<file path="src/rtl/timer_slot_sched_pkg.sv">
// Shared types and constants for the TIMER slot scheduler.
package timer_sched_pkg;

  typedef enum logic [1:0] {
    IDLE = 2'd0,
    BOOT = 2'd1,
    RUN  = 2'd2
  } state_e;

  localparam int TIMER_CNT_W = 5;

  // Width of a requester index; a single requester still needs one bit.
  function automatic int idx_w(input int n);
    return (n > 1) ? $clog2(n) : 1;
  endfunction

endpackage

</file>
<file path="src/rtl/timer_slot_sched_if.sv">
// Requester / TIMER side bundle of the slot scheduler.
interface timer_slot_sched_if
  import timer_sched_pkg::*;
#(
  parameter int N_REQ = 4
);
  localparam int ID_W = idx_w(N_REQ);

  logic [N_REQ-1:0]       req;
  logic                   timer_o;
  logic [TIMER_CNT_W-1:0] timer_valid_count;
  logic                   timer_en;
  logic [N_REQ-1:0]       grant;
  logic [ID_W-1:0]        grant_id;
  logic                   owner_vld;
  logic                   frame_done;
  logic                   boot_err;
  logic                   busy;

  modport master (
    output req, timer_o, timer_valid_count,
    input  timer_en, grant, grant_id, owner_vld, frame_done, boot_err, busy
  );

  modport slave (
    input  req, timer_o, timer_valid_count,
    output timer_en, grant, grant_id, owner_vld, frame_done, boot_err, busy
  );

endinterface

</file>
<file path="src/rtl/timer_slot_sched_rr_picker.sv">
// Combinational round-robin pick: first requester after i_last_owner, wrapping.
module rr_picker
  import timer_sched_pkg::*;
#(
  parameter int N_REQ = 4,
  localparam int ID_W = idx_w(N_REQ)
) (
  input  logic [N_REQ-1:0] i_req,
  input  logic [ID_W-1:0]  i_last_owner,
  output logic [ID_W-1:0]  o_pick,
  output logic             o_any_req
);
  localparam logic [ID_W:0] N_L = (ID_W+1)'(N_REQ);

  logic [2*N_REQ-1:0] w_req2;
  logic [N_REQ-1:0]   w_rot;
  logic [ID_W:0]      w_shamt;
  logic [ID_W:0]      w_pos;
  logic [ID_W:0]      w_sum;

  // Rotating the doubled vector puts requester last_owner+1 at bit 0.
  assign w_req2    = {i_req, i_req};
  assign w_shamt   = {1'b0, i_last_owner} + {{ID_W{1'b0}}, 1'b1};
  assign w_rot     = N_REQ'(w_req2 >> w_shamt);
  assign o_any_req = |i_req;

  // Lowest set bit of the rotated vector
  always_comb begin
    w_pos = {(ID_W+1){1'b0}};
    for (int j = N_REQ - 1; j >= 0; j--) begin
      w_pos = w_rot[j] ? (ID_W+1)'(j) : w_pos;
    end
  end

  assign w_sum  = w_shamt + w_pos;
  assign o_pick = (w_sum >= N_L) ? ID_W'(w_sum - N_L) : ID_W'(w_sum);

endmodule

</file>
<file path="src/rtl/timer_slot_sched.sv">
// Shares one TIMER output window among N_REQ requesters: powers the TIMER,
// supervises its cold boot and hands each frame to one owner round-robin.
module timer_slot_sched
  import timer_sched_pkg::*;
#(
  parameter int N_REQ           = 4,
  parameter int COLD_BOOT_CYCLE = 20,
  parameter int FULL_CYCLE      = 23,
  parameter int BOOT_TIMEOUT    = 28
) (
  input logic               clk,
  input logic               rst,
  timer_slot_sched_if.slave bus
);
  localparam int ID_W = idx_w(N_REQ);
  localparam int BC_W = $clog2(((BOOT_TIMEOUT > COLD_BOOT_CYCLE) ?
                                BOOT_TIMEOUT : COLD_BOOT_CYCLE) + 1);
  localparam logic [BC_W-1:0]        BC_TMO   = BC_W'(BOOT_TIMEOUT);
  localparam logic [BC_W-1:0]        BC_MAX   = {BC_W{1'b1}};
  localparam logic [TIMER_CNT_W-1:0] CNT_FULL = TIMER_CNT_W'(FULL_CYCLE);
  localparam logic [ID_W-1:0]        LAST_RST = ID_W'(N_REQ - 1);

  state_e          r_state, w_state_nxt;
  logic [ID_W-1:0] r_owner, w_owner_nxt;
  logic [ID_W-1:0] r_last_owner, w_last_owner_nxt;
  logic            r_owner_vld, w_owner_vld_nxt;
  logic            r_timer_en, w_timer_en_nxt;
  logic [BC_W-1:0] r_boot_cnt, w_boot_cnt_nxt;

  logic [ID_W-1:0]  w_pick;
  logic             w_any_req;
  logic             w_frame_end;
  logic             w_boot_to;
  logic             w_live;
  logic [N_REQ-1:0] w_owner_oh;

  rr_picker #(.N_REQ(N_REQ)) u_picker (
    .i_req        (bus.req),
    .i_last_owner (r_last_owner),
    .o_pick       (w_pick),
    .o_any_req    (w_any_req)
  );

  assign w_frame_end = (r_state == RUN) && (bus.timer_valid_count == CNT_FULL);
  assign w_boot_to   = (r_state == BOOT) && !bus.timer_o && (r_boot_cnt == BC_TMO);

  always_comb begin
    w_state_nxt      = r_state;
    w_owner_nxt      = r_owner;
    w_last_owner_nxt = r_last_owner;
    w_owner_vld_nxt  = r_owner_vld;
    w_boot_cnt_nxt   = r_boot_cnt;
    case (r_state)
      IDLE: begin
        if (w_any_req) begin
          w_state_nxt      = BOOT;
          w_owner_nxt      = w_pick;
          w_last_owner_nxt = w_pick;
          w_owner_vld_nxt  = 1'b1;
          w_boot_cnt_nxt   = {BC_W{1'b0}};
        end else begin
          w_owner_vld_nxt  = 1'b0;
        end
      end
      BOOT: begin
        w_boot_cnt_nxt = (r_boot_cnt == BC_MAX) ? r_boot_cnt : r_boot_cnt + BC_W'(1);
        if (bus.timer_o) begin
          w_state_nxt = RUN;
        end else if (w_boot_to) begin
          // Dropping to IDLE pulls timer_en low for a cycle, restarting the cold boot.
          w_state_nxt     = IDLE;
          w_owner_vld_nxt = 1'b0;
        end else begin
          w_state_nxt = BOOT;
        end
      end
      RUN: begin
        if (w_frame_end && w_any_req) begin
          w_owner_nxt      = w_pick;
          w_last_owner_nxt = w_pick;
        end else if (w_frame_end) begin
          w_state_nxt     = IDLE;
          w_owner_vld_nxt = 1'b0;
        end else begin
          w_state_nxt = RUN;
        end
      end
      default: begin
        w_state_nxt     = IDLE;
        w_owner_vld_nxt = 1'b0;
      end
    endcase
    w_timer_en_nxt = (w_state_nxt != IDLE);
  end

  always_ff @(posedge clk) begin
    if (!rst) begin
      r_state      <= IDLE;
      r_owner      <= {ID_W{1'b0}};
      r_last_owner <= LAST_RST;
      r_owner_vld  <= 1'b0;
      r_timer_en   <= 1'b0;
      r_boot_cnt   <= {BC_W{1'b0}};
    end else begin
      r_state      <= w_state_nxt;
      r_owner      <= w_owner_nxt;
      r_last_owner <= w_last_owner_nxt;
      r_owner_vld  <= w_owner_vld_nxt;
      r_timer_en   <= w_timer_en_nxt;
      r_boot_cnt   <= w_boot_cnt_nxt;
    end
  end

  // Grant follows timer_o combinationally so it is live on the first window cycle.
  assign w_live     = r_owner_vld && ((r_state == BOOT) || (r_state == RUN));
  assign w_owner_oh = N_REQ'(1'b1) << r_owner;

  assign bus.grant      = (w_live && bus.timer_o) ? w_owner_oh : {N_REQ{1'b0}};
  assign bus.grant_id   = r_owner;
  assign bus.owner_vld  = r_owner_vld;
  assign bus.timer_en   = r_timer_en;
  assign bus.frame_done = w_frame_end;
  assign bus.boot_err   = w_boot_to;
  assign bus.busy       = (r_state != IDLE);

endmodule
</file>
<file path="src/flat_wrapper.sv">
// flat-port wrapper written by rule: the top's interface ports become plain ports
module timer_slot_sched_flat import timer_sched_pkg::*;
#(
  parameter int N_REQ           = 4,
  parameter int COLD_BOOT_CYCLE = 20,
  parameter int FULL_CYCLE      = 23,
  parameter int BOOT_TIMEOUT    = 28
)
  (clk, rst, bus_req, bus_timer_o, bus_timer_valid_count, bus_timer_en, bus_grant, bus_grant_id, bus_owner_vld, bus_frame_done, bus_boot_err, bus_busy);
  timer_slot_sched_if #(.N_REQ(N_REQ)) bus_i ();
  input logic clk;
  input logic rst;
  input wire logic [$bits(bus_i.req)-1:0] bus_req;
  input wire logic [$bits(bus_i.timer_o)-1:0] bus_timer_o;
  input wire logic [$bits(bus_i.timer_valid_count)-1:0] bus_timer_valid_count;
  output wire logic [$bits(bus_i.timer_en)-1:0] bus_timer_en;
  output wire logic [$bits(bus_i.grant)-1:0] bus_grant;
  output wire logic [$bits(bus_i.grant_id)-1:0] bus_grant_id;
  output wire logic [$bits(bus_i.owner_vld)-1:0] bus_owner_vld;
  output wire logic [$bits(bus_i.frame_done)-1:0] bus_frame_done;
  output wire logic [$bits(bus_i.boot_err)-1:0] bus_boot_err;
  output wire logic [$bits(bus_i.busy)-1:0] bus_busy;
  assign bus_i.req = bus_req;
  assign bus_i.timer_o = bus_timer_o;
  assign bus_i.timer_valid_count = bus_timer_valid_count;
  assign bus_timer_en = bus_i.timer_en;
  assign bus_grant = bus_i.grant;
  assign bus_grant_id = bus_i.grant_id;
  assign bus_owner_vld = bus_i.owner_vld;
  assign bus_frame_done = bus_i.frame_done;
  assign bus_boot_err = bus_i.boot_err;
  assign bus_busy = bus_i.busy;
  timer_slot_sched #(.N_REQ(N_REQ), .COLD_BOOT_CYCLE(COLD_BOOT_CYCLE), .FULL_CYCLE(FULL_CYCLE), .BOOT_TIMEOUT(BOOT_TIMEOUT)) u_core (.clk(clk), .rst(rst), .bus(bus_i));
endmodule
</file>
<file path="config.mk">
export PLATFORM = sky130hd
export DESIGN_NAME = timer_slot_sched_flat
export DESIGN_NICKNAME = d
export VERILOG_FILES = /design/src/rtl/timer_slot_sched_pkg.sv /design/src/rtl/timer_slot_sched_if.sv /design/src/rtl/timer_slot_sched_rr_picker.sv /design/src/rtl/timer_slot_sched.sv /design/src/flat_wrapper.sv
export SDC_FILE = /design/constraint.sdc
export NUM_CORES = 1
export LEC_CHECK = 0
export BUFFER_PORTS_ARGS = -buffer_cell sky130_fd_sc_hd__buf_2
export CAP_MARGIN = 10
export CELL_PAD_IN_SITES_DETAIL_PLACEMENT = 1
export CELL_PAD_IN_SITES_GLOBAL_PLACEMENT = 2
export CORE_AREA = 2 2 60 62
export DETAILED_ROUTE_END_ITERATION = 12
export DIE_AREA = 0 0 62 64
export MAX_ROUTING_LAYER = met4
export PLACE_DENSITY = 0.75
export SLEW_MARGIN = 20
export SYNTH_ARGS = -nofsm -noshare
export SYNTH_HDL_FRONTEND = slang
export SYNTH_SLANG_ARGS = --single-unit
</file>
<file path="constraint.sdc">
create_clock -name clk -period 2.9 [get_ports clk]
set_input_delay 0.435 -clock clk [delete_from_list [all_inputs] [get_ports clk]]
set_output_delay 0.435 -clock clk [all_outputs]
set_load 0.01 [all_outputs]
</file>
==> results.yml <==
sta:
  post-route-min-period_ns: 2.194
  setup_violations: 0
  whs_ns: 0.3758
  grt_setup_unrepaired: "false"
  slew_headroom_pct: 74.27
  drv_slew: 0
  finalSetupTns_ns: 0
  finalCritPeriodShare_pct: 75.67
  hold_violations: 0
  tightest_slew_ns: 0.3847
  clock.fmax_mhz: 455.7
  clock_skew_ns: 0.003501
hold_path:
  hp-start: "rst"
  hold_class: "in -> reg"
grt:
  grt_start_max_net_pins: 11
  grt_pass1_vias: 863
  grt_pass1_wl_mm: 4.022
  antenna_found_initial: 0
  grt-ovfl-total: 0
  grt_use_total_pct: 13.46
route:
  totalWireLength_mm: 2.356
  wire_per_inst_um: 12.27
  drc_errors: 0
  viasPerCell: 5.036
  ant_nets: 0
  vias: 967
  drtIter0Drc: 30
  dr.pass1.iters: 4
clock_tree:
  cts_tree: "done"
  h-tree-depth: 1
  path_clk_slew_ns: 0.08
  cts_buffers: 3
  cts_setup_buffers: 0
  clk_latency_ns: 0.28
  cts_resized: 0
  cts.sinks: 13
  hold_buffers: 0
  cts.path.max_buffers: 2
  root_buffer: "clkbuf_4"
yosys:
  synth.distinct_cells: 38
  synthTopCellsByArea: "dfxtp_1 28%, ha_1 11%, nand2_1 5.7%"
  ys_top_cells_by_count: "14 x nand2_1, 14 x nor2_1, 13 x dfxtp_1, 10 x o21ai_0, 9 x inv_1"
  netlist_instances: 123
  ys_async_sr_fraction_pct: 0
  synth_edf_count: 0
  ys.warnings.count: 0
  yosys.area_share.simple_pct: 28.03
  synth-compound-area-share_pct: 22.10
  ys_seq_elements: 13
  muxShareOfSynthArea_pct: 1.213
  synth_nets: 143
  synthAdderAreaFrac_pct: 10.78
  synth_ff_type: "dfxtp_1"
  ys_seq_area_share_pct: 28.03
  synthesis.area_um2: 928.4
  synth.avg_cell_area_um2: 7.548
  synth_top_family_by_area: "simple AND/OR/NAND/NOR gates"
  synth_xor_area_share_pct: 3.774
  netlist.area_leader.share_pct: 28.03
  synth_top_area_cell: "dfxtp_1"
cells_and_area:
  layout-drive-gt1-share_pct: 20.55
  nFillCells: 419
  antennaDiodeCount: 0
  fin_cells: 192
  areaGrowthSynthToFinish_pct: 18.46
  finalNetCount: 167
place:
  port_buffers: 22
  dp.cells: 188
  place.gp.congestion: 0.7542
  hpwl_mm: 1.907
setup_path:
  crit_arrival_ns: 2.37
  critical_path_class: "reg -> reg"
  required_ns: 3.07
  critPathMaxFanout: 10
  r2r-start: "u_core.r_last_owner[0]$_SDFFE_PN1P_"
  crit_start: "u_core.r_last_owner[0]$_SDFFE_PN1P_"
  worstSetupStartpointType: "flop"
  endpoint_kind: "flop"
power_and_ir_drop:
  leakage_uw: 0.0004912
  power_frac_comb_pct: 40.8
  powerDensity_nw_per_um2: 582.9
  pwr-share-clk_pct: 18.0
  internal-power_uw: 382.4
  p_sw_share_pct: 40.35
  p_switching_uw: 258.7
  p_seq_share_pct: 41.2
  ir_worst_vdd_v: 0.0002275
floorplan:
  ioPinCount: 23
  fp.dieW_um: 62
  design.core.area_um2: 3284
  dieArea_um2: 3968
  fp.dieH_um: 64
  row_count: 21
  start_util_pct: 28.27
run_status:
  status: "completed"
job:
  drv_cap: 0
[cells by family (layout without fill, tap and decap cells)]
kind of cell / Yosys count / in the layout
adders and majority gates: 8 / 8
and+or+nand+nor: 53 / 53
xor gates and xnor gates: 4 / 4
AOI/OAI and AO/OA: 32 / 32
muxes: 1 / 1
buffers and inverters: 12 / 35
DFF: 13 / 13
[power groups by stage]
stage	Combinational, uW	Sequential, uW	Clock (uW)
after floorplan	218	245	0
after global placement	259	265	0
after detailed placement	263	268	0
after CTS	265	264	123
after global routing	301	271	131
final	262	264	115
[critical path, stage by stage, from the launching register on]
cell     delay, ns
dfxtp_1       0.52
nand2_1       0.08
nor2_1        0.10
a21oi_1       0.05
o21ai_0       0.17
a21oi_1       0.06
ha_1          0.23
or3_1         0.39
a21oi_2       0.15
mux2_1        0.32
[sequential cells by signal, indices dropped and copies added (netlist names)]
signal,flops
u_core.bus.timer_en,1
u_core.r_boot_cnt,5
u_core.bus.owner_vld,1
u_core.r_state,2
u_core.r_last_owner,2
u_core.bus.grant_id,2
[cell type report]
| class | instances | area, um2 | area share (%) |
|---|---|---|---|
| Timing Repair Buffer | 22 | 110.1 | 10.01 |
| Tap cell | 46 | 57.56 | 5.233 |
| Clock buffer | 4 | 26.28 | 2.389 |
| Sequential cell | 13 | 260.3 | 23.66 |
| Multi-Input combinational cell | 98 | 611.8 | 55.63 |
| Inverter | 9 | 33.78 | 3.072 |
[layout by cell type, fill, tap and decap left out, types with 2 or more instances in the layout]
cell type | Yosys | layout
o21ai_0 | 10 | 10
nand4_1 | 3 | 3
dfxtp_1 | 13 | 13
nand3_1 | 4 | 4
buf_2 | 0 | 22
and3_1 | 2 | 2
nand2b_1 | 3 | 3
a21oi_1 | 8 | 8
a21oi_2 | 2 | 2
nand2_1 | 14 | 14
xor2_1 | 3 | 3
nor2_1 | 14 | 14
o2111ai_1 | 2 | 2
clkbuf_4 | 0 | 3
ha_1 | 8 | 8
nor3_1 | 3 | 3
inv_1 | 9 | 9
o211ai_1 | 2 | 2
or3_1 | 2 | 2
[final timing paths]
kind / slack [ns] / endpoint / depth (start not counted)
setup / recovery: 0.71 / u_core.r_last_owner[1]$_SDFFE_PN1P_ / 9
hold / removal: 0.38 / u_core.r_last_owner[0]$_SDFFE_PN1P_ / 2
setup reg to reg: 0.71 / u_core.r_last_owner[1]$_SDFFE_PN1P_ / 9
hold reg to reg: 0.51 / u_core.r_boot_cnt[4]$_SDFFE_PN0P_ / 2
[per-stage QoR]
stage               total power (uW)  instance area (um2)  setup slack [ns]  utilization (%)
finish                         641.1                 1100            0.7055            33.49
CTS                            653.2                 1100            0.6838            33.49
global route                   703.4                 1100            0.5185            33.49
floorplan                      463.5                928.4            0.9016                -
detailed placement             530.6                 1074            0.5760            32.69
global placement               523.2                 1074            0.6478            32.69
[routing by layer]
metal	vias to the layer above	share of wire (%)	global-route usage [%]	wire length, um
met5	-	0	-	0
met4	0	0.98	2.394	23
met3	5	7.0	4.251	164
met2	40	42	19.14	981
met1	442	50	18.82	1186
li1	480	-	-	-
No activity file was read; power rests on OpenSTA's default activity.
